[config.mk]
export PLATFORM = sky130hd
export DESIGN_NAME = csa_iter_multiplier
export DESIGN_NICKNAME = d
export VERILOG_FILES = /design/src/rtl/csa_iter_multiplier.sv
export SDC_FILE = /design/constraint.sdc
export NUM_CORES = 2
export LEC_CHECK = 0
export CORE_ASPECT_RATIO = 1.1
export CORE_MARGIN = 2
export CORE_UTILIZATION = 60
export CTS_BUF_LIST = sky130_fd_sc_hd__clkbuf_8
export CTS_CLUSTER_DIAMETER = 30
export CTS_CLUSTER_SIZE = 24
export DETAILED_ROUTE_END_ITERATION = 12
export DONT_BUFFER_PORTS = 1
export PLACE_DENSITY = 0.76
export SETUP_SLACK_MARGIN = 0.3
export SLEW_MARGIN = 20
export SYNTH_ARGS = -nofsm -noshare
export SYNTH_HDL_FRONTEND = slang
export SYNTH_SLANG_ARGS = --single-unit
export TNS_END_PERCENT = 20
[constraint.sdc]
create_clock -name clk -period 13.88 [get_ports clk]
set_clock_uncertainty 0.1 [all_clocks]
set_input_delay 0.694 -clock clk [delete_from_list [all_inputs] [get_ports clk]]
set_output_delay 0.694 -clock clk [all_outputs]
set_load 0.02 [all_outputs]
[src/rtl/csa_iter_multiplier.sv]
// rtl/csa_iter_multiplier.sv - iterative carry-save multiplier, ROWS partial-product rows per cycle
// Signed mode uses Baugh-Wooley: inverted sign-cross bits plus a constant folded into the first carry input.
module csa_iter_multiplier #(
  parameter int WIDTH = 32,
  parameter int ROWS  = 4
) (
  input  logic               clk,
  input  logic               rst,
  input  logic               start,
  input  logic               signed_mode,
  input  logic [WIDTH-1:0]   a,
  input  logic [WIDTH-1:0]   b,
  output logic               ready,
  output logic               done,
  output logic [2*WIDTH-1:0] product
);

  localparam int PW = 2 * WIDTH;
  localparam int CW = $clog2(WIDTH + 1);
  localparam logic [CW-1:0] LAST_CNT = CW'(WIDTH - ROWS);
  localparam logic [CW-1:0] CNT_STEP = CW'(ROWS);
  // 2^WIDTH + 2^(2*WIDTH-1): the Baugh-Wooley correction, modulo 2^(2*WIDTH)
  localparam logic [PW-1:0] BW_CORR = {1'b1, {(WIDTH-2){1'b0}}, 1'b1, {WIDTH{1'b0}}};

  typedef enum logic [1:0] {IDLE, ACCUM, RESOLVE, DONE} state_t;

  state_t           state_q;
  logic [WIDTH-1:0] a_q;
  logic [WIDTH-1:0] b_q;
  logic             signed_q;
  logic [PW-1:0]    sum_q;
  logic [PW-1:0]    carry_q;
  logic [PW-1:0]    product_q;
  logic [CW-1:0]    cnt_q;
  logic             ready_q;
  logic             done_q;

  logic [PW-1:0]    sum_d;
  logic [PW-1:0]    carry_d;
  logic [ROWS-1:0]  b_bits;
  logic [WIDTH-1:0] row;
  logic [PW-1:0]    pp;
  logic [PW-1:0]    s_acc;
  logic [PW-1:0]    c_acc;
  logic [PW-1:0]    s_next;

  always_comb begin
    b_bits = ROWS'(b_q >> cnt_q);
    row    = '0;
    pp     = '0;
    s_next = '0;
    s_acc  = sum_q;
    // carry is cleared on acceptance, so the first cycle can carry the correction instead
    c_acc  = (cnt_q == '0) ? (signed_q ? BW_CORR : '0) : carry_q;
    for (int r = 0; r < ROWS; r++) begin
      row = a_q & {WIDTH{b_bits[r]}};
      if (signed_q) begin
        if (int'(cnt_q) + r == WIDTH - 1) begin
          row[WIDTH-2:0] = ~row[WIDTH-2:0];
        end else begin
          row[WIDTH-1] = ~row[WIDTH-1];
        end
      end
      pp     = {{WIDTH{1'b0}}, row} << (int'(cnt_q) + r);
      s_next = s_acc ^ c_acc ^ pp;
      c_acc  = ((s_acc & c_acc) | (s_acc & pp) | (c_acc & pp)) << 1;
      s_acc  = s_next;
    end
    sum_d   = s_acc;
    carry_d = c_acc;
  end

  always_ff @(posedge clk) begin
    if (rst) begin
      state_q   <= IDLE;
      a_q       <= '0;
      b_q       <= '0;
      signed_q  <= 1'b0;
      sum_q     <= '0;
      carry_q   <= '0;
      cnt_q     <= '0;
      product_q <= '0;
      ready_q   <= 1'b1;
      done_q    <= 1'b0;
    end else begin
      case (state_q)
        IDLE, DONE: begin
          done_q <= 1'b0;
          if (start) begin
            a_q      <= a;
            b_q      <= b;
            signed_q <= signed_mode;
            sum_q    <= '0;
            carry_q  <= '0;
            cnt_q    <= '0;
            state_q  <= ACCUM;
            ready_q  <= 1'b0;
          end else begin
            state_q <= IDLE;
            ready_q <= 1'b1;
          end
        end
        ACCUM: begin
          sum_q   <= sum_d;
          carry_q <= carry_d;
          cnt_q   <= cnt_q + CNT_STEP;
          if (cnt_q == LAST_CNT) begin
            state_q <= RESOLVE;
          end
        end
        RESOLVE: begin
          product_q <= sum_q + carry_q;
          state_q   <= DONE;
          ready_q   <= 1'b1;
          done_q    <= 1'b1;
        end
        default: begin
          state_q <= IDLE;
          ready_q <= 1'b1;
          done_q  <= 1'b0;
        end
      endcase
    end
  end

  assign ready   = ready_q;
  assign done    = done_q;
  assign product = product_q;

endmodule
Word level (Yosys, flattened, before mapping). Cells that the tools add are included.

Memory bits (read-only): 0. Memories kept: 0. Word-level logic and storage cells: 102. Input bits: 68. Register bits: 267. Output and inout port bits: 66. Latch bits: 0. Memory bits (writable): 0.

Equality and inequality tests: 10. Shifts and indexed selects: 5. Add/subtract/negate cells: 5. Muxes and demuxes: 25. Reductions and logical operators: 7. Divide/modulo/power cells: 0. Bitwise gates (word level): 40. Order comparisons: 0. Multipliers: 0.

Operators by type and width (number): AND 63 bit (12); XOR 64 bit (8); OR 63 bit (8); case mux 64 bit (2 select lines) (2); 2-to-1 mux 64 bit (3); left shift 32 x 7 -> 64 bit (3); AND 32 bit (4); 2-to-1 mux 32 bit (4); 2-to-1 mux 31 bit (4); NOT 31 bit (4); == test 32 x 6 -> 1 bit, second input constant (3); adder 64 bit (1); left shift 32 x 6 -> 64 bit (1); right shift 32 x 6 -> 4 bit (1); adder 6 x 2 -> 7 bit, second input constant (2); case mux 6 bit (2 select lines) (1); adder 6 x 1 -> 7 bit, second input constant (1); adder 6 x 3 -> 6 bit, second input constant (1); == test 6 x 5 -> 1 bit, second input constant (1); == test 6 bit, second input constant (1); zero test 6 bit (1); 2-to-1 mux 1 bit (6); 2-to-1 mux 6 bit (1); case mux 2 bit (3 select lines) (1); other kinds (10) (18).

Longest topological paths before layout.
Depth in word-level cells: 19. Depth in mapped cells: 19. Mapped depth without buffers: 18.

Worst setup path before layout. Ideal clock, no wire load.

Path type: flip-flop to flip-flop. From: reg cnt_q[2]. To: reg sum_q[31]. Stages on the path, launching flop included: 20. Data required time: 13652 ps. Arrival time: 4677 ps. Path slack: 8975 ps. Buffers on the path: 1. Clock period less this slack: 4905 ps. Cells stage by stage: dfxtp_1 -> buf_2 -> mux4_2 -> mux2_2 -> and2_0 -> nand2_1 -> xor2_1 -> o22a_1 -> o22a_1 -> nor2_1 -> a31oi_1 -> nor2_1 -> fa_1 -> inv_1 -> fa_1 -> fa_1 -> fa_1 -> nor3_1 -> a21oi_1 -> nor2_1.

Longest elaborated chain between the ends: 18. Elaborated cells on any way between the ends: 62. Those cells by class: 3 x add/sub; 4 x eq/ne; 5 x shift; 14 x mux; 35 x bitwise; 1 x reduce/logical.

Ends and longest elaborated chain: start, declared (line 34) `logic [CW-1:0] cnt_q;`; start signal, assigned (line 106) `cnt_q <= cnt_q + CNT_STEP;`; right shift 32 x 6 -> 4 bit (line 48) `b_bits = ROWS'(b_q >> cnt_q);`; AND 32 bit (line 56) `row = a_q & {WIDTH{b_bits[r]}};`; NOT 31 bit or NOT 1 bit (tied branches) (line 59, 61); 2-to-1 mux 31 bit or 2-to-1 mux 1 bit (tied branches) (line 58) `if (int'(cnt_q) + r == WIDTH - 1) begin`; 2-to-1 mux 32 bit (line 57) `if (signed_q) begin`; left shift 32 x 6 -> 64 bit (line 64) `pp = {{WIDTH{1'b0}}, row} << (int'(cnt_q) + r);`; AND 63 bit (line 66) `c_acc = ((s_acc & c_acc) | (s_acc & pp) | (c_acc & pp)) << 1;`; OR 63 bit (2 in series) (line 66); AND 63 bit (line 66); OR 63 bit (2 in series) (line 66); AND 63 bit (line 66); OR 63 bit (2 in series) (line 66); XOR 64 bit (line 65) `s_next = s_acc ^ c_acc ^ pp;`; XOR 64 bit (*) (line 65); case mux 64 bit (2 select lines) (*) (line 86) `case (state_q)`; end signal, assigned (line 104) `sum_q <= sum_d;`; end, declared (line 31) `logic [PW-1:0] sum_q;`.

Mark *: on every way between the ends. The rest lies on a longest branch, timed or not. A chain may end at the register's enable or synchronous reset.

Final worst setup path.
From: reg cnt_q[5]. To: reg carry_q[32].

Longest elaborated chain between the ends: 19. Elaborated cells on any way between the ends: 65. Those cells by class: 3 x add/sub; 4 x eq/ne; 5 x shift; 14 x mux; 38 x bitwise; 1 x reduce/logical.

Ends and longest elaborated chain: right shift 32 x 6 -> 4 bit (line 48); AND 32 bit (line 56); NOT 31 bit or NOT 1 bit (tied branches) (line 59, 61); 2-to-1 mux 31 bit or 2-to-1 mux 1 bit (tied branches) (line 58); 2-to-1 mux 32 bit (line 57); left shift 32 x 6 -> 64 bit (line 64); AND 63 bit (line 66); OR 63 bit (2 in series) (line 66); AND 63 bit (line 66); OR 63 bit (2 in series) (line 66); AND 63 bit (line 66); OR 63 bit (2 in series) (line 66); AND 63 bit (line 66); OR 63 bit (line 66); OR 63 bit (*) (line 66); case mux 64 bit (2 select lines) (*) (line 86); end signal, assigned (line 105) `carry_q <= carry_d;`; end, declared (line 32) `logic [PW-1:0] carry_q;`.

Marked as above.

==> tab_implementation.tex <==
\begin{tabular}{lr}
\hline
Metric & Value \\
\hline
\multicolumn{2}{l}{\textbf{Power}} \\
\quad Static leakage power & 8.13 nW \\
\quad Ratio of total power to cell area & 124 nW/um2 \\
\quad Worst voltage drop across the vdd grid & 238 uV \\
\multicolumn{2}{l}{\textbf{Critical path}} \\
\quad Worst Setup End Kind & register \\
\quad Class of the most critical setup path & reg2reg \\
\quad Worst Path Required & 14.38 ns \\
\quad Maximum fanout along the worst path & 23 \\
\quad Critical path startpoint category & register \\
\quad Critical Path AT & 6.28 ns \\
\multicolumn{2}{l}{\textbf{Cells and area}} \\
\quad Total number of nets in the final design & 3055 \\
\quad Filler-free cell count of the finished design & 3213 \\
\quad Fraction of layout instances using a drive strength above 1 & 6.62\% \\
\quad Area added between synthesis and finish & 6.80\% \\
\multicolumn{2}{l}{\textbf{Placed design}} \\
\quad Dpl cells & 3099 \\
\quad Final estimated routing congestion in global placement & 0.992 \\
\quad Detailed-placement wirelength estimate & 49800 um \\
\quad Buffers added on ports & 0 \\
\multicolumn{2}{l}{\textbf{Yosys}} \\
\quad Synth Instances & 2780 \\
\quad Flip-flop and latch count after synthesis & 263 \\
\quad Number of enable-type register cells in the synthesized netlist & 0 \\
\quad Synthesis warning total & 0 \\
\quad Post-synthesis sequential area ratio & 23.3\% \\
\quad Cell area after synthesis & 22600 um2 \\
\quad Share of synthesized flip-flops with an asynchronous set or reset & 0\% \\
\quad Netlist cell types & 77 \\
\quad Most frequently used flop master after synthesis & sky130\_fd\_sc\_hd\_\_dfxtp\_1 \\
\quad Avg Synthesized Cell Area & 8.11 um2 \\
\multicolumn{2}{l}{\textbf{Drt}} \\
\quad Post-detailed-route count of antenna-violating nets & 0 \\
\quad Total number of vias & 19.8k \\
\quad 1st-iter DRT viols & 1974 \\
\quad Post-route DRC & 0 \\
\quad Vias/cell & 6.18 \\
\quad Initial DRT Pass Iterations & 5 \\
\quad Wire length per cell after detailed routing & 21.2 um \\
\quad Post-detailed-routing wire length & 68200 um \\
\multicolumn{2}{l}{\textbf{Clock network}} \\
\quad Clock buffers created by TritonCTS & 59 \\
\quad Sink Count & 263 \\
\quad Level count of the clock H-tree & 2 \\
\quad CTS root buffer & sky130\_fd\_sc\_hd\_\_clkbuf\_8 \\
\quad Clock tree from TritonCTS & yes \\
\quad Source-to-sink clock delay at the later pin of the worst-skew pair & 0.68 ns \\
\quad Buffers from clock root to sink, at most & 3 \\
\quad Clock slew at the register clock pins of the worst setup and hold paths & 0.08 ns \\
\multicolumn{2}{l}{\textbf{Die}} \\
\quad DIE HEIGHT & 207 um \\
\quad Die Area & 39200 um2 \\
\quad Area of the core & 37100 um2 \\
\quad Horizontal die dimension & 189 um \\
\quad Starting utilization of the core area & 60.8\% \\
\quad Rows & 74 \\
\quad \# IOs & 134 \\
\multicolumn{2}{l}{\textbf{STA}} \\
\quad Worst Max-Slew Pin Slew & 1.03 ns \\
\quad Normalized max-slew margin & 31.0\% \\
\quad Sum of negative setup slack & 0 ns \\
\quad Hold Slack & 0.0363 ns \\
\quad Top achievable clock speed & 0.173 GHz \\
\quad Number of failing setup endpoints in the final timing report & 0 \\
\quad Fin crit share & 41.6\% \\
\quad Post-layout min period & 5.78 ns \\
\quad Hold violation count in the final report & 0 \\
\quad Max-slew violation count & 0 \\
\quad Unrepaired setup endpoints after global routing & no \\
\multicolumn{2}{l}{\textbf{Global route}} \\
\quad Number of global-route vias before repair & 19.4k \\
\quad Overall Global Routing Usage & 35.3\% \\
\quad GRT overflow & 0 \\
\quad Global-route wire length before repair & 109000 um \\
\quad Antenna violations before repair & 1 \\
\quad Maximum number of pins on one net before global-route repair & 265 \\
\multicolumn{2}{l}{\textbf{Flow run}} \\
\quad Max Cap Viol & 0 \\
\multicolumn{2}{l}{\textbf{Worst hold path}} \\
\quad Class of the tightest hold or removal check & in2reg \\
\multicolumn{2}{l}{\textbf{Status}} \\
\quad Result of the run & finished, final reports clean \\
\hline
\end{tabular}
-- power breakdown --
part	switching (mW)	internal (mW)	total (mW)
clock network	0.431	0.610	1.04
logic	0.776	0.270	1.05
registers	0.0824	0.816	0.899
total	1.29	1.70	2.99
-- final timing paths --
check	start	end	slack, ns	cells past startpoint
max	cnt_q[5]	carry_q[32]	8.10	15
min	a[17]	a_q[17]	0.04	2
max reg2reg	cnt_q[5]	carry_q[32]	8.10	15
min reg2reg	b_q[11]	b_q[11]	0.35	2
-- per-stage QoR --
stage,cell area (um2),util (%),setup slack [ns],power [mW]
final,24100,64.9,8.10,2.99
after global routing,24100,64.9,7.81,3.13
after CTS,24100,64.9,8.14,2.97
after detailed placement,22600,61.0,8.26,1.93
after global placement,22600,61.0,8.37,1.91
after floorplan,22600,-,8.98,1.65
-- synthesized netlist by cell type, types with 4 or more instances --
cell | number | area share [%]
sky130_fd_sc_hd__inv_1 | 156 | 2.6
sky130_fd_sc_hd__nor4_1 | 6 | 0.17
sky130_fd_sc_hd__mux2i_1 | 68 | 3.0
sky130_fd_sc_hd__nand2_1 | 396 | 6.6
sky130_fd_sc_hd__o211ai_1 | 7 | 0.23
sky130_fd_sc_hd__a221oi_1 | 4 | 0.16
sky130_fd_sc_hd__nor3_1 | 145 | 3.2
sky130_fd_sc_hd__ha_1 | 72 | 4.0
sky130_fd_sc_hd__or2_2 | 7 | 0.19
sky130_fd_sc_hd__buf_2 | 7 | 0.16
sky130_fd_sc_hd__o21ai_0 | 78 | 1.7
sky130_fd_sc_hd__buf_1 | 24 | 0.40
sky130_fd_sc_hd__xor2_1 | 26 | 1.0
sky130_fd_sc_hd__clkbuf_1 | 170 | 2.8
sky130_fd_sc_hd__a21oi_1 | 311 | 6.9
sky130_fd_sc_hd__a22oi_1 | 5 | 0.17
sky130_fd_sc_hd__a32o_1 | 8 | 0.36
sky130_fd_sc_hd__xnor2_1 | 52 | 2.0
sky130_fd_sc_hd__a211oi_1 | 14 | 0.47
sky130_fd_sc_hd__a221o_1 | 5 | 0.22
sky130_fd_sc_hd__o21a_1 | 6 | 0.20
sky130_fd_sc_hd__a211o_1 | 6 | 0.23
sky130_fd_sc_hd__fa_1 | 247 | 22
sky130_fd_sc_hd__and3_1 | 31 | 0.86
sky130_fd_sc_hd__a31oi_1 | 13 | 0.36
sky130_fd_sc_hd__or3_1 | 14 | 0.39
sky130_fd_sc_hd__nand4b_1 | 4 | 0.16
sky130_fd_sc_hd__mux4_2 | 8 | 0.80
sky130_fd_sc_hd__a21o_1 | 43 | 1.4
sky130_fd_sc_hd__and2_1 | 93 | 2.6
sky130_fd_sc_hd__dfxtp_1 | 263 | 23
sky130_fd_sc_hd__nand4_1 | 14 | 0.39
sky130_fd_sc_hd__a22o_1 | 5 | 0.19
sky130_fd_sc_hd__mux2_2 | 13 | 0.65
sky130_fd_sc_hd__o22a_1 | 5 | 0.19
sky130_fd_sc_hd__o21bai_1 | 8 | 0.27
sky130_fd_sc_hd__nor2_1 | 288 | 4.8
sky130_fd_sc_hd__nand3_1 | 50 | 1.1
sky130_fd_sc_hd__a32oi_1 | 10 | 0.39
sky130_fd_sc_hd__o22ai_1 | 23 | 0.64
sky130_fd_sc_hd__nor2b_1 | 11 | 0.31
sky130_fd_sc_hd__nand2b_1 | 12 | 0.33
-- layout make-up --
cell class / count / area [um2]
fillers: 3203 / 13000
flip-flops and latches: 263 / 5270
clock inverters: 48 / 554
multi-input cells: 2168 / 16000
repair buffers: 19 / 148
inverters: 157 / 591
well taps: 494 / 618
diodes: 1 / 2.50
clock buffers: 63 / 867
-- cells by family (layout without fill, tap and decap cells) --
family                     after synthesis  count (layout)  share of synthesized area (%)
AOI/OAI and AO/OA                      590             590                           15.8
xor gates and xnor gates                78              78                           3.03
adders and majority gates              319             319                           25.9
buffers and inverters                  358             287                           6.00
DFF                                    263             263                           23.3
muxes                                   89              89                           4.47
other                                    2              12                         0.0333
and+or+nand+nor                       1081            1081                           21.5
-- placed cells by master (no fill, tap or decap), types with 71 or more instances in the layout --
| cell type | n |
|---|---|
| sky130_fd_sc_hd__dfxtp_1 | 260 |
| sky130_fd_sc_hd__nor3_1 | 145 |
| sky130_fd_sc_hd__inv_1 | 159 |
| sky130_fd_sc_hd__fa_1 | 247 |
| sky130_fd_sc_hd__and2_1 | 93 |
| sky130_fd_sc_hd__a21oi_1 | 308 |
| sky130_fd_sc_hd__o21ai_0 | 78 |
| sky130_fd_sc_hd__nand2_1 | 395 |
| sky130_fd_sc_hd__ha_1 | 71 |
| sky130_fd_sc_hd__nor2_1 | 287 |
-- layer usage --
layer / wire length [um] / global-route usage [%] / vias to the layer above
met1: 27900 / 47.2 / 9655
met3: 6370 / 8.30 / 180
met4: 2890 / 14.3 / 4
met5: 82 / 0 / -
met2: 31000 / 55.3 / 871
li1: - / - / 9137
-- what timing repair did --
item / in CTS / in global routing
resized for setup: 0 / 0
endpoints found under the hold margin: 4 / 0
hold buffers: 2 / 0
buffers inserted: 0 / 0
-- flip-flops by register name, summed over array words and instances (netlist names) --
name / cells
a_q: 32
done: 1
state_q: 2
product: 64
carry_q: 62
sum_q: 64
signed_q: 1
b_q: 32
ready: 1
cnt_q: 4
-- worst max-delay path, stage by stage, from the launching register on --
cell                      delay [ns]
sky130_fd_sc_hd__dfxtp_1        0.88
sky130_fd_sc_hd__inv_1          0.60
sky130_fd_sc_hd__nand2_1        0.83
sky130_fd_sc_hd__o22a_1         0.33
sky130_fd_sc_hd__o22a_1         0.21
sky130_fd_sc_hd__nor2_1         0.05
sky130_fd_sc_hd__a31oi_1        0.19
sky130_fd_sc_hd__nor2_1         0.12
sky130_fd_sc_hd__fa_1           0.56
sky130_fd_sc_hd__inv_1          0.05
sky130_fd_sc_hd__fa_1           0.49
sky130_fd_sc_hd__fa_1           0.43
sky130_fd_sc_hd__fa_1           0.38
sky130_fd_sc_hd__nor3_1         0.23
sky130_fd_sc_hd__a21oi_1        0.10
sky130_fd_sc_hd__nor2_1         0.15
Power figures use the tool's default switching activity.
